$ cat config.mk
export PLATFORM = sky130hd
export DESIGN_NAME = piso_frame_ctrl
export DESIGN_NICKNAME = d
export VERILOG_FILES = /design/src/rtl/piso_frame_ctrl.sv
export SDC_FILE = /design/constraint.sdc
export NUM_CORES = 1
export LEC_CHECK = 0
export CORE_MARGIN = 2
export CORE_UTILIZATION = 25
export CTS_CLUSTER_DIAMETER = 80
export CTS_CLUSTER_SIZE = 24
export DETAILED_ROUTE_END_ITERATION = 6
export PLACE_DENSITY = 0.42
export REMOVE_ABC_BUFFERS = 1
export SLEW_MARGIN = 5
export SYNTH_ARGS = -nofsm -noshare
export SYNTH_HDL_FRONTEND = slang
export SYNTH_SLANG_ARGS = --single-unit
$ cat constraint.sdc
create_clock -name clk -period 4.66 [get_ports clk]
set_input_delay 0.466 -clock clk [delete_from_list [all_inputs] [get_ports clk]]
set_output_delay 0.466 -clock clk [all_outputs]
set_load 0.005 [all_outputs]
$ cat src/rtl/piso_frame_ctrl.sv
// piso_frame_ctrl: sequences a parallel-load / serial-shift register.
// Accepts a WIDTH-bit word over valid/ready, shifts it out MSB-first with
// s_valid/s_last framing, then forces GAP_CYCLES idle cycles before the
// next word can be taken.
//
// Handshake: a word transfers on a rising edge where in_valid=1 and
// in_ready=1. in_ready is high only in IDLE with clear low. The producer
// must hold the word until that edge, and p_in is sampled only then.
module piso_frame_ctrl #(
  parameter int WIDTH      = 4,
  parameter int GAP_CYCLES = 1
) (
  input  logic             clk,
  input  logic             clear,
  input  logic             in_valid,
  input  logic [WIDTH-1:0] p_in,
  output logic             in_ready,
  input  logic             hold,
  output logic             s_out,
  output logic             s_valid,
  output logic             s_last,
  output logic             busy,
  output logic [7:0]       frame_cnt
);

  localparam int CW = $clog2(WIDTH);
  localparam logic [CW-1:0] BIT_LAST = CW'(WIDTH - 1);
  // Terminal value of the gap counter; unused when GAP_CYCLES is 0.
  localparam logic [3:0] GAP_LAST = 4'((GAP_CYCLES > 0) ? (GAP_CYCLES - 1) : 0);

  typedef enum logic [1:0] {
    IDLE  = 2'd0,
    SHIFT = 2'd1,
    GAP   = 2'd2
  } state_t;

  state_t          state;
  state_t          state_next;
  logic [WIDTH-1:0] shift_reg;
  logic [CW-1:0]   bit_cnt;
  logic [3:0]      gap_cnt;
  logic            accept;
  logic            shift_en;
  logic            frame_done;
  logic            gap_done;

  // Next-state and per-edge control strobes.
  always_comb begin
    state_next = state;
    accept     = 1'b0;
    shift_en   = 1'b0;
    frame_done = 1'b0;
    gap_done   = 1'b0;
    case (state)
      IDLE: begin
        // hold does not block acceptance; it only freezes shifting.
        if (in_valid) begin
          accept     = 1'b1;
          state_next = SHIFT;
        end
      end
      SHIFT: begin
        if (!hold) begin
          if (bit_cnt == '0) begin
            frame_done = 1'b1;
            if (GAP_CYCLES == 0) state_next = IDLE;
            else                 state_next = GAP;
          end else begin
            shift_en = 1'b1;
          end
        end
      end
      GAP: begin
        // hold is deliberately ignored here.
        if (gap_cnt == GAP_LAST) begin
          gap_done   = 1'b1;
          state_next = IDLE;
        end
      end
      default: state_next = IDLE;
    endcase
  end

  // State register; clear aborts any frame in flight.
  always_ff @(posedge clk) begin
    if (clear) state <= IDLE;
    else       state <= state_next;
  end

  // Shift register and bit counter: load on accept, shift MSB-first.
  always_ff @(posedge clk) begin
    if (clear) begin
      shift_reg <= '0;
      bit_cnt   <= '0;
    end else if (accept) begin
      shift_reg <= p_in;
      bit_cnt   <= BIT_LAST;
    end else if (shift_en) begin
      shift_reg <= {shift_reg[WIDTH-2:0], 1'b0};
      bit_cnt   <= bit_cnt - CW'(1);
    end
  end

  // Gap counter: runs only while in GAP, restarts from zero each frame.
  always_ff @(posedge clk) begin
    if (clear || gap_done || state != GAP) gap_cnt <= '0;
    else                                    gap_cnt <= gap_cnt + 4'd1;
  end

  // Completed-frame counter, wraps modulo 256.
  always_ff @(posedge clk) begin
    if (clear)           frame_cnt <= '0;
    else if (frame_done) frame_cnt <= frame_cnt + 8'd1;
  end

  assign in_ready = (state == IDLE) && !clear;
  assign s_valid  = (state == SHIFT);
  assign s_out    = (state == SHIFT) ? shift_reg[WIDTH-1] : 1'b0;
  assign s_last   = (state == SHIFT) && (bit_cnt == '0);
  assign busy     = (state != IDLE);

endmodule

==> summary.txt <==
Yosys Warn Count: 0
Fin. Hold Viols: 0
die width: 65.6 µm
area of the multi-input gates: 499 µm²
Max clock buf depth: 2
Worst VDD drop: 0.000150 V
met3 global-route usage: 1.71%
Die Y: 65.6 µm
Synth Cell Area: 950 µm²
met1 usage: 12.2%
Worst-Margin Slew: 688 ps
router iterations before antenna repair: 4
post_cts resized: 0
Max-cap violations: 0
worst-path maximum fanout: 19
prevailing post-synth register cell: dfxtp_1
CTS tree: built
Leak Pwr: 0.425 nW
Area growth syn-to-layout: 31.1%
NetSw: 84.1 µW
Top-Level Pins: 21
worst-path cell chain: clkdlybuf4s50_1, nor2_1, clkdlybuf4s50_1
met2 Use GR: 16.8%
hold buffer count at CTS: 0
average wire per standard cell: 10.5 µm
Cell Area, Placed: 1190 µm²
CP Class: input pin to output pin
Total Neg Setup Slack: 0 ps
Hold Path End: shift_reg[0]
max-slew violation count: 0
effective utilization at floorplan: 25.9%
share of cells above drive strength 1: 7.09%
Max transition margin: 54.0%
CTS Buf Count: 3
hold path startpoint: shift_reg[0]
Fill cells: 388
FF-to-FF path depth: 5
clock sinks: 20
ANT cells: 0
WL final: 1840 µm
status: finished, final reports clean
sequential area share after synthesis: 42.2%
Largest register FFs: 8
Detailed Route Iter0 Violations: 26
Critical path buffers and inverters: 2
Fmax: 411 MHz
worst min path class: flip-flop to flip-flop
Min Hold Slack: 474 ps
number of global-route vias before repair: 783
synthesized instance count: 107
All-Layer GR Usage: 9.76%
register area: 400 µm²
Final setup viols: 0
Hold Crit Depth: 2
via density per instance: 4.46
Startpoint Class: input pin
clock latency on the worst-skew pair: 250 ps
routability congestion estimate from global placement: 0.753
Data required, critical path: 4190 ps
Final period util: 52.2%
CP delay by family, top: buffers and inverters
Crit Reg-Reg Startpoint: bit_cnt[0]
Port Buf Inserts: 20
min cycle time layout: 2430 ps
Post-CTS Setup Inserts: 0
Post-synth ARST share: 0%
WP data arrival: 1970 ps
Crit. Startpoint: clear
clock group share of total power: 36.5%
cell repeated most along the worst path: clkdlybuf4s50_1
post-DP HPWL: 1390 µm
flops & latches, synth: 20
Critical R2R Capture: frame_cnt[7]
via count: 781
final instance area: 1240 µm²
Reg power frac: 50.5%
first-pass GRT wire length: 3320 µm
drt drc: 0
post-route ant nets: 0
P_int: 279 µW
busiest metal layer after global routing: met2
nets: 140
Clock Skew: 0.927 ps
FP Rows: 22
Root Driver: clkbuf_8
combinational power share: 12.9%
grt total ovfl: 0
CP max stage cell: clkdlybuf4s50_1
Worst-path clk slew: 80 ps
worst reg2reg setup slack: 2870 ps
Worst setup EP type: output pin
largest net degree at the start of global routing: 20
most frequent cells in the layout: 20 x dfxtp_1, 20 x clkdlybuf4s50_1, 10 x nor2_1
number of flops mapped to enable cells by yosys: 0
Slowest Stage Delay on Critical Path: 760 ps
Placeable Area: 3660 µm²
DIE AREA: 4310 µm²
Cell variety after synth: 33
pwr/cell area: 291 nW/µm²
unrepaired setup endpoints after global routing: false
Sw Share: 23.2%
htree depth: 1
Mean Syn Cell Area: 8.88 µm²
initial antenna violation count: 0
Core Util, Final: 34.0%
synthesized netlist by cell type (2+ instances only):
cell type,count,area [µm²]
nor3b_1,2,15.0
a311oi_1,2,17.5
nor2b_1,3,18.8
dfxtp_1,20,400
xor2_1,2,17.5
o21ai_0,5,25.0
nand3_1,5,25.0
clkbuf_1,2,7.51
ha_1,4,50.1
and2_1,2,12.5
a21oi_1,7,35.0
nor3_1,3,15.0
o31ai_1,2,15.0
nand2_1,8,30.0
inv_1,8,30.0
nand2b_1,2,12.5
or4_1,2,15.0
or3_1,4,25.0
nor2_1,10,37.5
logic make-up (layout without fill, tap and decap cells):
logic type,count (synthesis),count (layout),synth area share [%]
XOR/XNOR,3,3,2.77
AO/OA/AOI/OAI,19,19,11.9
buffers and inverters,12,32,5.27
adder cells (fa/ha/maj),4,4,5.27
multiplexers,2,2,2.24
AND/OR/NAND/NOR,47,47,30.4
flip-flops,20,20,42.2
power by group through the flow:
stage | combinational [mW] | clock [mW] | sequential (mW)
finish | 0.0470 | 0.133 | 0.183
global route | 0.0519 | 0.153 | 0.185
CTS | 0.0477 | 0.139 | 0.183
detailed placement | 0.0474 | 0 | 0.187
global placement | 0.0475 | 0 | 0.187
floorplan | 0.0259 | 0 | 0.186
worst max path at each step:
stage          cells past startpoint  slack [ps]      endpoint
2_1_floorplan                      5        3050  frame_cnt[7]
3_3_place_gp                       3        2220      in_ready
3_5_place_dp                       3        2210      in_ready
4_1_cts                            3        2210      in_ready
5_1_grt                            3        2120      in_ready
6_report                           3        2230      in_ready
area by class of cell:
class	count	area share, %
inverters	8	2.41
well taps	48	4.82
flip-flops and latches	20	32.2
clock buffers	4	4.42
repair buffers	20	16.1
multi-input cells	75	40.1
worst register-to-register path: stages (launching register included):
cell,delay (ps)
dfxtp_1,330
inv_1,60
ha_1,300
nand4bb_4,260
nor4_1,370
mux2_2,370
stage by stage:
stage               worst slack (ps)  power (mW)  std cells
global route                    2120       0.390        175
CTS                             2210       0.370        175
finish                          2230       0.363        175
global placement                2220       0.235        171
floorplan                       3050       0.212        103
detailed placement              2210       0.235        171
routing by layer:
| layer | part of all wire (%) | routed length [µm] | vias to the layer above |
|---|---|---|---|
| met5 | 0 | 0 | - |
| met4 | 0.43 | 8 | 0 |
| met3 | 5.1 | 94 | 2 |
| met2 | 47 | 865 | 16 |
| met1 | 47 | 873 | 351 |
| li1 | - | - | 412 |
(Power assumes the default switching activity.)
==> RTL edit 1, RTL diff (config.mk and constraints unchanged) <==
Set the parameter `WIDTH` to 8 (it was 4).
--- a/src/rtl/piso_frame_ctrl.sv
+++ b/src/rtl/piso_frame_ctrl.sv
@@ -7,7 +7,7 @@
 // in_ready=1. in_ready is high only in IDLE with clear low. The producer
 // must hold the word until that edge, and p_in is sampled only then.
 module piso_frame_ctrl #(
-  parameter int WIDTH      = 4,
+  parameter int WIDTH      = 8,
   parameter int GAP_CYCLES = 1
 ) (
   input  logic             clk,
Ports: changed (resized p_in); port bits go from 21 to 25. No check against the original RTL was run, so the function may have changed too.
==> RTL edit 1 against the unedited design <==
Utilization is 2.0 points lower. Cell area is 30% higher. Sequential cell count is 5 higher. Global-route usage is 0.054 points higher. Worst setup slack worse by 0.062 ns. Synthesized area is 37% higher. Total power is 24% higher. Wire length is 55% higher. Fmax is 2.5% lower. First-iteration DRC count is 130% higher. Sequential power is 28% higher. Final cell count is 34% higher. Count of clock-buffer cells in the layout stayed put.
==> RTL edit 1: results (changes against the unedited design) <==
• **outcome** finished, final reports clean
• **global-route wire length before repair** 4.79 mm, +44%
• **met2 Track Usage GR** 17.0%, +0.17 points
• **number of DRC violations after detailed-routing iteration 0** 60, +130%
• **Layout fillers** 564, +45%
• **Final Skew** 0.00119 ns, +0.000265 ns
• **Max FO, Critical Path** 12, -7
• **count of mapped cells out of synthesis** 147, +37%
• **placed cells** 231, +35%
• **Peak VDD IR** 0.0000975 V, -35%
• **post-synthesis sequential area ratio** 38.5%, -3.6 points
• **fraction of the mapped netlist area in compound gates** 15.8%, +3.9 points
• **count of buffers from port buffering** 24, +20%
• **Max clock buf depth** 2, unchanged
• **wire length the detailed router placed on met1** 1.36 mm, +55%
• **multiplexer share of the synthesized area** 3.47%, +1.2 points
• **Post-Synth Adder-Cell Area** 4.82%, -0.45 points
• **vias in the first global route** 1,003, +28%
• **predominant post-synthesis flop cell** sky130_fd_sc_hd__dfxtp_1
• **Final Instance Count excl. Fillers** 235, +34%
• **ys async rst share** 0%, unchanged
• **static power due to leakage** 0.000550 uW, +29%
• **Skew-Pair Late Insertion Delay** 0.27 ns, +0.02 ns
• **number of nets in the layout** 183, +31%
• **routed length on met2** 1.43 mm, +66%
• **total inserted antenna cells** 0, unchanged
• **pin count of the biggest net entering global routing** 28, +40%
• **total negative slack for setup checks** 0 ns, unchanged
• **final weighted congestion in routability-driven placement** 0.699, -7.1%
• **global routing usage on met3** 1.07%, -0.65 points
• **slowest cell on the critical path** sky130_fd_sc_hd__clkdlybuf4s50_1
• **main area contributors after synthesis** sky130_fd_sc_hd__dfxtp_1 (39%), sky130_fd_sc_hd__a2111oi_2 (8.1%), sky130_fd_sc_hd__nor2_1 (7.5%)
• **layout cell share with drive strength beyond 1** 11.5%, +4.4 points
• **fraction of synthesized cell area in xor and xnor cells** 1.35%, -1.4 points
• **first-pass iteration count of the detailed router** 4, unchanged
• **Post-synth top cells** sky130_fd_sc_hd__nor2_1 (26), sky130_fd_sc_hd__dfxtp_1 (25), sky130_fd_sc_hd__inv_1 (9), sky130_fd_sc_hd__nor4_1 (9), sky130_fd_sc_hd__a2111oi_2 (7)
• **cts bufs inserted** 3, unchanged
• **met1 GRT Util** 12.5%, +0.30 points
• **Top Layer Used** met4
• **Met3 Routed Length** 25 um, -73%
• **clk slew on worst S/H paths** 0.09 ns
• **CP arrival** 2.03 ns, +0.06 ns
• **post-placement setup slack** 2.20 ns, -0.00531 ns
• **area used by sequential logic in the layout** 500 um^2, +25%
• **post-detailed-route wirelength per cell** 12.1 um, +15%
• **number of different library cells in the post-synthesis netlist** 37, +12%
• **Worst path max stage delay** 0.53 ns, -0.23 ns
• **via count normalized by instance count** 4.67, +4.7%
• **placed wire-length estimate** 2.05 mm, +47%
• **global-route usage over all layers** 9.81%, +0.054 points
• **Post-CTS Setup Repair Bufs** 0, unchanged
• **Slew headroom** 48.7%, -5.3 points
• **Hold WC Path Type** register to register
==> RTL edit 1: area by class of cell <==
cell class                 instances  share of cell area, %
clock buffer                       4                   2.78
inverter                           9                   2.08
multi-input combinational        102                   43.6
tap                               70                   5.40
timing repair buffer              25                   15.3
sequential                        25                   30.8
==> RTL edit 1: path summary, 6_finish.rpt <==
kind	startpoint	depth (start not counted)	slack (ns)	to
hold reg to reg	gap_cnt[0]	1	0.48	gap_cnt[0]
hold / removal	gap_cnt[0]	1	0.48	gap_cnt[0]
setup reg to reg	bit_cnt[0]	5	2.62	bit_cnt[1]
setup / recovery	bit_cnt[0]	5	2.16	s_last
==> RTL edit 1: power by group <==
group / total [uW] / internal [uW] / leakage, uW / switching (uW)
sequential: 234 / 226 / 0.000204 / 8.53
clock: 129 / 61.1 / 0.0000228 / 68.2
combinational: 85.1 / 39.8 / 0.000323 / 45.4
==> RTL edit 2, RTL diff (same flow settings) <==
Without the edit above. Put one more register stage on the output `frame_cnt`. The value now appears one clock later. The other outputs are not delayed to match.
--- a/src/rtl/piso_frame_ctrl.sv
+++ b/src/rtl/piso_frame_ctrl.sv
@@ -33,6 +33,8 @@
     SHIFT = 2'd1,
     GAP   = 2'd2
   } state_t;
+
+  logic [7:0] frame_cnt_s0;
 
   state_t          state;
   state_t          state_next;
@@ -109,8 +111,8 @@
 
   // Completed-frame counter, wraps modulo 256.
   always_ff @(posedge clk) begin
-    if (clear)           frame_cnt <= '0;
-    else if (frame_done) frame_cnt <= frame_cnt + 8'd1;
+    if (clear)           frame_cnt_s0 <= '0;
+    else if (frame_done) frame_cnt_s0 <= frame_cnt_s0 + 8'd1;
   end
 
   assign in_ready = (state == IDLE) && !clear;
@@ -119,5 +121,9 @@
   assign s_last   = (state == SHIFT) && (bit_cnt == '0);
   assign busy     = (state != IDLE);
 
+  always_ff @(posedge clk) begin
+    frame_cnt <= frame_cnt_s0;
+  end
+
 endmodule
 
Check against the original RTL: not equivalent (Yosys sat finds a counterexample within 10 cycles, from zero or initial values).
==> RTL edit 2 against the unedited design <==
Total power is 23% higher. Count of clock-buffer cells in the layout unchanged. Sequential power is 38% higher. Global-route usage fell by 0.073 points. Cell area up 15%. Wire length is 17% higher. Worst setup slack worse by 0.029 ns. Synthesized area grew 19%. Sequential cell count rose by 8. Critical path type unchanged. Critical endpoint unchanged. Largest cell class is now registers.
==> RTL edit 2: results (changes against the unedited design) <==
• **setup slack of the worst register-to-register path** 2.90 ns, +0.03 ns
• **global-route usage over all layers** 9.68%, -0.073 points
• **number of multi-input combinational cells** 76, +1.3%
• **first-pass iteration count of the detailed router** 4, unchanged
• **final weighted congestion in routability-driven placement** 0.679, -9.8%
• **static power due to leakage** 0.000519 uW, +22%
• **overall via count from detail_route** 871, +12%
• **clk tree area frac** 3.86%, -0.57 points
• **placed wire-length estimate** 1.57 mm, +13%
• **layout cell share with drive strength beyond 1** 6.57%, -0.52 points
• **Die X-Extent** 71.4 um, +8.7%
• **Worst path max stage delay** 0.78 ns, +0.02 ns
• **cell area after placement** 1370 um^2, +15%
• **logic depth of the worst register-to-register path** 5, unchanged
• **Skew-Pair Late Insertion Delay** 0.27 ns, +0.02 ns
• **measured slew at the worst slew-check pin** 0.723 ns, +0.0355 ns
• **number of nets in the layout** 150, +7.1%
• **fraction of area in non-clock buffers** 14.0%, -2.1 points
• **post-synthesis sequential area ratio** 49.4%, +7.2 points
• **worst flop-to-flop path endpoint** shift_reg[1]
• **clock root buffer master** sky130_fd_sc_hd__clkbuf_8
• **vias in the first global route** 905, +16%
• **clk slew on worst S/H paths** 0.09 ns
• **Post-synth top cells** sky130_fd_sc_hd__dfxtp_1 (28), sky130_fd_sc_hd__nor2_1 (13), sky130_fd_sc_hd__inv_1 (9)
• **outcome** finished, final reports clean
• **Final Skew** 0.00110 ns, +0.000171 ns
• **area used by sequential logic in the layout** 561 um^2, +40%
• **number of DRC violations after detailed-routing iteration 0** 28, +7.7%
• **fraction of standard cell area in multi-input logic** 35.9%, -4.2 points
• **post-detailed-route wirelength per cell** 11.4 um, +8.7%
• **CP arrival** 2.00 ns, +0.03 ns
• **main area contributors after synthesis** sky130_fd_sc_hd__dfxtp_1 (49%), sky130_fd_sc_hd__ha_1 (4.4%), sky130_fd_sc_hd__nor2_1 (4.3%)
• **global-route wire length before repair** 3.99 mm, +20%
• **flip-flop and latch count** 28, +40%
• **Layout fillers** 447, +15%
• **number of different library cells in the post-synthesis netlist** 38, +15%
• **Peak VDD IR** 0.000197 V, +31%
• **total inserted antenna cells** 0, unchanged
• **number of signal-net inverters in the final layout** 9, +1
-- RTL edit 2: changes by cell type after synthesis, moves of 3 or more --
cell,before,now
sky130_fd_sc_hd__nor2_1,10,13
sky130_fd_sc_hd__o21ai_0,5,1
sky130_fd_sc_hd__dfxtp_1,20,28
sky130_fd_sc_hd__or3_1,4,1
-- RTL edit 2: worst min path at each step --
stage	start	to	slack, ns	cells past startpoint
2_1_floorplan	frame_cnt_s0[7]	frame_cnt[7]	0.34	0
3_3_place_gp	frame_cnt_s0[7]	frame_cnt[7]	0.35	0
3_5_place_dp	frame_cnt_s0[7]	frame_cnt[7]	0.36	0
4_1_cts	frame_cnt_s0[7]	frame_cnt[7]	0.38	0
5_1_grt	frame_cnt_s0[7]	frame_cnt[7]	0.39	0
6_report	frame_cnt_s0[7]	frame_cnt[7]	0.38	0
-- RTL edit 2: cell families after synthesis --
logic type / count (synthesis) / share of synthesized area, %
flops: 28 / 49.4
buf+inv: 14 / 5.40
mux: 2 / 1.87
xor+xnor: 3 / 2.32
fa+ha+maj: 4 / 4.41
simple gates: 49 / 26.6
compound gates: 18 / 10.0
-- RTL edit 2: power by group --
| group | internal [uW] | total, uW | switching (uW) |
|---|---|---|---|
| Clock | 75.5 | 145 | 69.4 |
| Combinational | 26.3 | 49.4 | 23.0 |
| Sequential | 247 | 253 | 6.58 |
-- RTL edit 2: stage by stage --
step,total power (uW),hold WS [ns],util (%),setup WS [ns],cells
CTS,457,0.377,32.8,2.18,189
detailed placement,309,0.364,31.5,2.19,185
global placement,308,0.354,31.5,2.22,185
floorplan,284,0.344,-,3.16,113
finish,447,0.376,32.8,2.20,189
global route,476,0.391,32.8,2.08,189
-- RTL edit 2: routing by layer --
metal,global-route usage (%),routed length [um]
met1,11.2,1030
met2,16.6,1010
met3,3.52,89
met4,3.14,34
met5,0,0
